===== src/rtl/ispm_loader_pkg.sv =====
// Shared types and constants for the instruction-scratchpad program loader.
package ispm_loader_pkg;

  localparam int unsigned ADDR_W    = 12;
  localparam int unsigned DATA_W    = 32;
  localparam int unsigned CNT_W     = 13;
  localparam int unsigned MAX_WORDS = 4096;

  localparam logic [7:0] MAGIC = 8'hA5;

  typedef enum logic [2:0] {
    S_IDLE,
    S_LEN_LO,
    S_LEN_HI,
    S_DATA,
    S_WRITE,
    S_CHK
  } state_e;

endpackage


===== src/rtl/ispm_word_packer.sv =====
// Byte-to-word assembler: shifts bytes in little-endian order and flags the
// fourth byte of each word. word_o already includes the byte on byte_i so the
// caller can capture a complete word on the same edge that accepts byte 3.
module ispm_word_packer
  import ispm_loader_pkg::*;
(
  input  logic              clk,
  input  logic              rst_n,
  input  logic              clr_i,
  input  logic              stb_i,
  input  logic [7:0]        byte_i,
  output logic [DATA_W-1:0] word_o,
  output logic              last_o
);

  logic [1:0]        lane_q;
  logic [DATA_W-1:0] shift_q;

  // Newest byte enters at the top; after four strobes byte 0 sits in bits 7:0.
  assign word_o = {byte_i, shift_q[DATA_W-1:8]};
  assign last_o = stb_i && (lane_q == 2'd3);

  // Lane index and assembly register; lane wraps to 0 after the 4th byte.
  always_ff @(posedge clk or negedge rst_n) begin
    if (!rst_n) begin
      lane_q  <= '0;
      shift_q <= '0;
    end else if (clr_i) begin
      lane_q  <= '0;
      shift_q <= '0;
    end else if (stb_i) begin
      lane_q  <= lane_q + 2'd1;
      shift_q <= word_o;
    end
  end

endmodule


===== src/rtl/ispm_loader.sv =====
// Host-side program loader: parses A5 / N(16b LE) / 4N data bytes, writes
// packed 32-bit words to the instruction scratchpad from address 0 and holds
// the core in reset while loading.
// Optional feature macro: ISPM_LOADER_CHECKSUM_EN (trailing XOR checksum byte).
module ispm_loader
  import ispm_loader_pkg::*;
(
  input  logic              clk,
  input  logic              reset_n,
  input  logic [7:0]        io_rx_data,
  input  logic              io_rx_valid,
  output logic              io_rx_ready,
  output logic [ADDR_W-1:0] io_ispm_addr,
  output logic              io_ispm_enable,
  output logic              io_ispm_write,
  output logic [DATA_W-1:0] io_ispm_data_in,
  output logic              io_core_hold,
  output logic              io_done,
  output logic              io_error
);

  state_e            state_q;
  logic              rx_ready_q;
  logic [CNT_W-1:0]  word_idx_q;
  logic [CNT_W-1:0]  count_q;
  logic [7:0]        len_lo_q;
  logic [ADDR_W-1:0] addr_q;
  logic              wen_q;
  logic [DATA_W-1:0] wdata_q;
  logic              hold_q;
  logic              done_q;
  logic              err_q;
`ifdef ISPM_LOADER_CHECKSUM_EN
  logic [7:0]        csum_q;
`endif

  logic              rx_fire;
  logic              is_magic;
  logic [15:0]       len_full;
  logic              pk_clr;
  logic              pk_stb;
  logic              pk_last;
  logic [DATA_W-1:0] pk_word;
  logic              more_words;

  assign rx_fire    = io_rx_valid && rx_ready_q;
  assign is_magic   = (io_rx_data == MAGIC);
  assign len_full   = {io_rx_data, len_lo_q};
  assign pk_clr     = rx_fire && (state_q == S_IDLE) && is_magic;
  assign pk_stb     = rx_fire && (state_q == S_DATA);
  assign more_words = (word_idx_q + CNT_W'(1)) < count_q;

  ispm_word_packer u_packer (
    .clk    (clk),
    .rst_n  (reset_n),
    .clr_i  (pk_clr),
    .stb_i  (pk_stb),
    .byte_i (io_rx_data),
    .word_o (pk_word),
    .last_o (pk_last)
  );

  // Frame-parsing FSM with all outputs registered; ready drops only for the
  // WRITE cycle and stays low while in reset.
  always_ff @(posedge clk or negedge reset_n) begin
    if (!reset_n) begin
      state_q    <= S_IDLE;
      rx_ready_q <= 1'b0;
      word_idx_q <= '0;
      count_q    <= '0;
      len_lo_q   <= '0;
      addr_q     <= '0;
      wen_q      <= 1'b0;
      wdata_q    <= '0;
      hold_q     <= 1'b0;
      done_q     <= 1'b0;
      err_q      <= 1'b0;
`ifdef ISPM_LOADER_CHECKSUM_EN
      csum_q     <= '0;
`endif
    end else begin
      wen_q  <= 1'b0;
      addr_q <= '0;
      unique case (state_q)
        S_IDLE: begin
          rx_ready_q <= 1'b1;
          if (rx_fire && is_magic) begin
            done_q     <= 1'b0;
            err_q      <= 1'b0;
            hold_q     <= 1'b1;
            word_idx_q <= '0;
`ifdef ISPM_LOADER_CHECKSUM_EN
            csum_q     <= '0;
`endif
            state_q    <= S_LEN_LO;
          end
        end

        S_LEN_LO: begin
          if (rx_fire) begin
            len_lo_q <= io_rx_data;
            state_q  <= S_LEN_HI;
          end
        end

        S_LEN_HI: begin
          if (rx_fire) begin
            if (len_full > 16'(MAX_WORDS)) begin
              err_q   <= 1'b1;
              hold_q  <= 1'b0;
              state_q <= S_IDLE;
            end else if (len_full == 16'd0) begin
`ifdef ISPM_LOADER_CHECKSUM_EN
              state_q <= S_CHK;
`else
              done_q  <= 1'b1;
              hold_q  <= 1'b0;
              state_q <= S_IDLE;
`endif
            end else begin
              count_q <= len_full[CNT_W-1:0];
              state_q <= S_DATA;
            end
          end
        end

        S_DATA: begin
          if (rx_fire) begin
`ifdef ISPM_LOADER_CHECKSUM_EN
            csum_q <= csum_q ^ io_rx_data;
`endif
            if (pk_last) begin
              rx_ready_q <= 1'b0;
              wen_q      <= 1'b1;
              addr_q     <= word_idx_q[ADDR_W-1:0];
              wdata_q    <= pk_word;
              state_q    <= S_WRITE;
            end
          end
        end

        S_WRITE: begin
          rx_ready_q <= 1'b1;
          if (more_words) begin
            word_idx_q <= word_idx_q + CNT_W'(1);
            state_q    <= S_DATA;
          end else begin
`ifdef ISPM_LOADER_CHECKSUM_EN
            state_q <= S_CHK;
`else
            done_q  <= 1'b1;
            hold_q  <= 1'b0;
            state_q <= S_IDLE;
`endif
          end
        end

        S_CHK: begin
`ifdef ISPM_LOADER_CHECKSUM_EN
          if (rx_fire) begin
            if (io_rx_data == csum_q) begin
              done_q <= 1'b1;
            end else begin
              err_q  <= 1'b1;
            end
            hold_q  <= 1'b0;
            state_q <= S_IDLE;
          end
`else
          state_q <= S_IDLE;
`endif
        end

        default: state_q <= S_IDLE;
      endcase
    end
  end

  assign io_rx_ready     = rx_ready_q;
  assign io_ispm_addr    = addr_q;
  assign io_ispm_enable  = wen_q;
  assign io_ispm_write   = wen_q;
  assign io_ispm_data_in = wdata_q;
  assign io_core_hold    = hold_q;
  assign io_done         = done_q;
  assign io_error        = err_q;

endmodule


===== config.mk =====
export PLATFORM = sky130hd
export DESIGN_NAME = ispm_loader
export DESIGN_NICKNAME = d
export VERILOG_FILES = /design/src/rtl/ispm_loader_pkg.sv /design/src/rtl/ispm_word_packer.sv /design/src/rtl/ispm_loader.sv
export SDC_FILE = /design/constraint.sdc
export NUM_CORES = 1
export LEC_CHECK = 0
export ABC_AREA = 0
export BUFFER_PORTS_ARGS = -buffer_cell sky130_fd_sc_hd__buf_2
export CAP_MARGIN = 40
export CORE_MARGIN = 4
export CORE_UTILIZATION = 38
export CTS_CLUSTER_SIZE = 25
export DETAILED_ROUTE_END_ITERATION = 10
export PLACE_DENSITY_LB_ADDON = 0.12
export SLEW_MARGIN = 20
export SYNTH_ARGS = -nofsm -noshare
export SYNTH_HDL_FRONTEND = slang
export SYNTH_HIERARCHICAL = 1
export SYNTH_SLANG_ARGS = --single-unit
export TNS_END_PERCENT = 5

===== constraint.sdc =====
create_clock -name clk -period 4.8 [get_ports clk]
set_input_delay 0.72 -clock clk [delete_from_list [all_inputs] [get_ports clk]]
set_output_delay 0.72 -clock clk [all_outputs]
set_load 0.01 [all_outputs]

==> tab_implementation.tex <==
\begin{tabular}{lr}
\hline
Metric & Value \\
\hline
\multicolumn{2}{l}{\textbf{Status}} \\
Status & finished clean \\
\multicolumn{2}{l}{\textbf{STA}} \\
Relative max-transition margin & 0.5735 \\
Final setup skew & 7.070 ps \\
Final number of hold-violating endpoints & 0 \\
Final cycle utilization of the critical path & 0.7308 \\
Post-layout minimum cycle time & 3508 ps \\
Setup repair after global routing missed its margin & no \\
Maximum clock frequency & 285.1 MHz \\
Count of final max-slew check failures & 0 \\
Tightest Pin Transition & 639.8 ps \\
Total negative slack for setup checks & 0 ps \\
Final setup viols & 0 \\
\multicolumn{2}{l}{\textbf{Cells and area}} \\
Fraction of final layout cells sized beyond drive strength 1 & 0.2156 \\
Final design utilization & 0.4402 \\
Register cell area after layout & 2803 um2 \\
Multi-input gate area & 2113 um2 \\
Fin nets & 559 \\
Filler Cells Inserted & 1321 \\
P\&R area growth vs syn & 12.56\% \\
Inserted Diodes & 0 \\
Number of standard cells in the layout, taps in and fillers out & 714 \\
\multicolumn{2}{l}{\textbf{Logic synthesis}} \\
Synth Warn \# & 6 \\
Nets in the synthesized netlist & 516 \\
Share of the synthesized area in the top cell type & 0.5369 \\
Number of register bits inferred by synthesis & 112 \\
Post-synthesis cell area & 5220 um2 \\
Top cells by area in the synthesized netlist & dfrtp\_1 (54\%), nand2\_1 (8.6\%), mux2i\_1 (5.0\%) \\
Number of enable-type register cells in the synthesized netlist & 0 \\
Post-synthesis async set-or-reset flop share & 1.000 \\
Gate count after technology mapping & 490 \\
Register area share after synthesis & 0.5369 \\
Synth Area per Inst & 10.65 um2 \\
Post-synthesis cell type with the largest combined area & dfrtp\_1 \\
Leading register cell type out of synthesis & dfrtp\_1 \\
Unique cell type count in the Yosys netlist & 51 \\
\multicolumn{2}{l}{\textbf{Floorplanning}} \\
Total Die Area & 15680 um2 \\
Total I/O pin count & 61 \\
Floorplan row count & 42 \\
Area inside the core boundary & 13350 um2 \\
Chip width & 125.2 um \\
Die height & 125.2 um \\
Initial core utilization & 0.3911 \\
\multicolumn{2}{l}{\textbf{Worst setup path}} \\
Flop2flop setup slack & 1290 ps \\
Critical path capture point & word\_idx\_q[10] \\
Number of cells on the worst reg-to-reg path & 11 \\
Capture instance of the worst register-to-register path & word\_idx\_q[10] \\
Capturing element type of the critical path & register \\
Crit path launch & word\_idx\_q[2] \\
Startpoint kind of the worst setup timing path & register \\
Maximum fanout along the worst path & 9 \\
Arrival time at the worst endpoint & 3750 ps \\
Required time at the endpoint of the critical path & 5040 ps \\
Startpoint of the worst register-to-register path & word\_idx\_q[2] \\
Kind of critical path & reg2reg \\
\multicolumn{2}{l}{\textbf{Pwr}} \\
Static leakage & 3.092 nW \\
Power density over the cells & 317.5 nW/um2 \\
Overall power of the completed layout & 1.865 mW \\
Maximum resistive drop on vdd & 0.1955 mV \\
\multicolumn{2}{l}{\textbf{Placement}} \\
DPL Wire Length & 7875 um \\
Port Buffer Count & 60 \\
GP Congestion & 0.8004 \\
\# placed instances & 697 \\
\multicolumn{2}{l}{\textbf{Global routing}} \\
Total Routing Usage GR & 0.1505 \\
Largest net degree at the start of global routing & 48 \\
Initial antenna violation count & 0 \\
Residual overflow from global routing & 0 \\
Via count of the first global-routing pass & 3569 \\
First-pass GRT wire length & 18980 um \\
\multicolumn{2}{l}{\textbf{Clock network}} \\
Buffers inserted during post-CTS setup optimization & 0 \\
Sink Count & 112 \\
Inserted Clock Buffers & 9 \\
CTS tree & done \\
Clk slew on worst S/H paths & 70 ps \\
Clock tree buffer depth & 2 \\
Root buffer selected by CTS & clkbuf\_16 \\
Clk Latency, worst-skew pair & 360 ps \\
H-Tree Depth & 3 \\
Count of hold buffers inserted by post-cts repair & 0 \\
Number of instances resized during post-cts repair & 0 \\
\multicolumn{2}{l}{\textbf{Drt}} \\
TritonRoute pass-1 iters & 7 \\
Routed via count & 3519 \\
Overall routed net length & 11320 um \\
Via count normalized by instance count & 4.929 \\
Detailed-route wire length per cell & 15.86 um \\
ANT nets after route & 0 \\
Violation count after the first detailed-routing iteration & 229 \\
Number of DRC violations after detailed routing & 0 \\
\multicolumn{2}{l}{\textbf{Flow run}} \\
Maximum capacitance violations & 0 \\
\multicolumn{2}{l}{\textbf{Hold path}} \\
Type of the tightest min-delay check & in2async \\
\hline
\end{tabular}
## placed cells by master (no fill, tap or decap), drive strengths merged, types with 2 or more instances in the layout
master / netlist / routed
a2111oi: 2 / 2
o21ai: 2 / 2
a211oi: 8 / 8
a21o: 2 / 2
and2: 9 / 9
mux2i: 26 / 26
xnor2: 5 / 5
dfrtp: 112 / 112
mux2: 27 / 27
nand2: 120 / 120
ha: 15 / 15
or2: 7 / 7
nand3: 6 / 6
clkbuf: 7 / 12
a31o: 7 / 7
inv: 18 / 20
nand2b: 3 / 3
nor3: 8 / 8
nand4: 6 / 6
nor4: 4 / 4
and3: 14 / 14
buf: 27 / 66
a21oi: 8 / 8
nor2: 30 / 30
xor2: 2 / 2
## synthesized netlist by cell type, types with 2 or more instances
cell type / n
buf_4: 10
or2_2: 5
nor2_2: 2
nand3_1: 6
ha_1: 15
nor4_1: 4
nand4_1: 6
a211oi_1: 7
a31o_1: 7
a21o_1: 2
mux2_2: 16
and3_1: 14
nand2b_1: 3
dfrtp_1: 112
mux2i_1: 26
buf_12: 2
nor3_1: 8
buf_2: 11
xnor2_1: 5
buf_6: 4
and2_1: 4
mux2_1: 6
nand2_1: 120
inv_1: 17
and2_0: 5
mux2_4: 5
a21oi_1: 8
clkbuf_1: 7
nor2_1: 28
or2_1: 2
o21ai_0: 2
xor2_1: 2
## flip-flops by register name, summed over array words and instances (netlist names)
signal            cells
io_ispm_data_in      32
u_packer/shift_q     24
count_q              13
word_idx_q           13
io_ispm_addr         12
len_lo_q              8
state_q               3
u_packer/lane_q       2
io_core_hold          1
io_done               1
io_error              1
io_ispm_enable        1
io_rx_ready           1
## routing by layer
layer | share of wire | track usage | vias up
li1 | - | - | 1728
met1 | 0.52 | 0.2249 | 1717
met2 | 0.43 | 0.2154 | 62
met3 | 0.039 | 0.03156 | 12
met4 | 0.017 | 0.05548 | 0
met5 | 0 | 0 | -
## worst min-delay path by stage
stage / from / end / slack (ps) / depth (start not counted)
floorplan: reset_n / count_q[0] / 420 / 0
global placement: io_ispm_data_in[30] / io_ispm_data_in[30] / 450 / 2
detailed placement: io_ispm_data_in[6] / io_ispm_data_in[6] / 460 / 2
CTS: reset_n / io_ispm_data_in[3] / 320 / 1
global route: reset_n / io_ispm_data_in[3] / 340 / 1
finish: reset_n / io_ispm_data_in[3] / 310 / 1
## kinds of logic after synthesis
logic type,after synthesis,share of synthesized area
AO/OA/AOI/OAI,38,0.06088
XOR/XNOR,7,0.01175
adder cells (fa/ha/maj),15,0.03595
buffers and inverters,52,0.05920
flip-flops,112,0.5369
multiplexers,53,0.1117
AND/OR/NAND/NOR,213,0.1836
## layout make-up
cell class	instances	area share
Sequential cell	112	0.4770
Clock buffer	12	0.04365
Tap cell	176	0.03748
Timing Repair Buffer	66	0.06452
Multi-Input combinational cell	326	0.3597
Inverter	18	0.01150
Clock inverter	4	0.006175
## power breakdown
| part | switching, mW | internal, mW | leakage [nW] |
|---|---|---|---|
| Combinational | 0.0608 | 0.0502 | 1.41 |
| Clock | 0.351 | 0.388 | 0.141 |
| Sequential | 0.0343 | 0.981 | 1.54 |
## worst max-delay path: stages (launching register included)
cell	delay, ps
dfrtp_1	450
and4_1	380
nand4_1	130
or2_2	300
nand2_1	70
ha_1	130
nand4_1	140
or2_1	280
a2111oi_4	510
or2_1	470
buf_6	220
mux2_4	300
## through the flow
stage	hold slack (ps)	area [um2]	worst slack (ps)
final	309.5	5876	1292
after floorplan	424.4	5220	1826
after CTS	318.6	5864	1200
after global placement	452.8	5529	1301
after detailed placement	457.0	5572	1227
after global routing	344.1	5876	999.4
(Power assumes the default switching activity.)
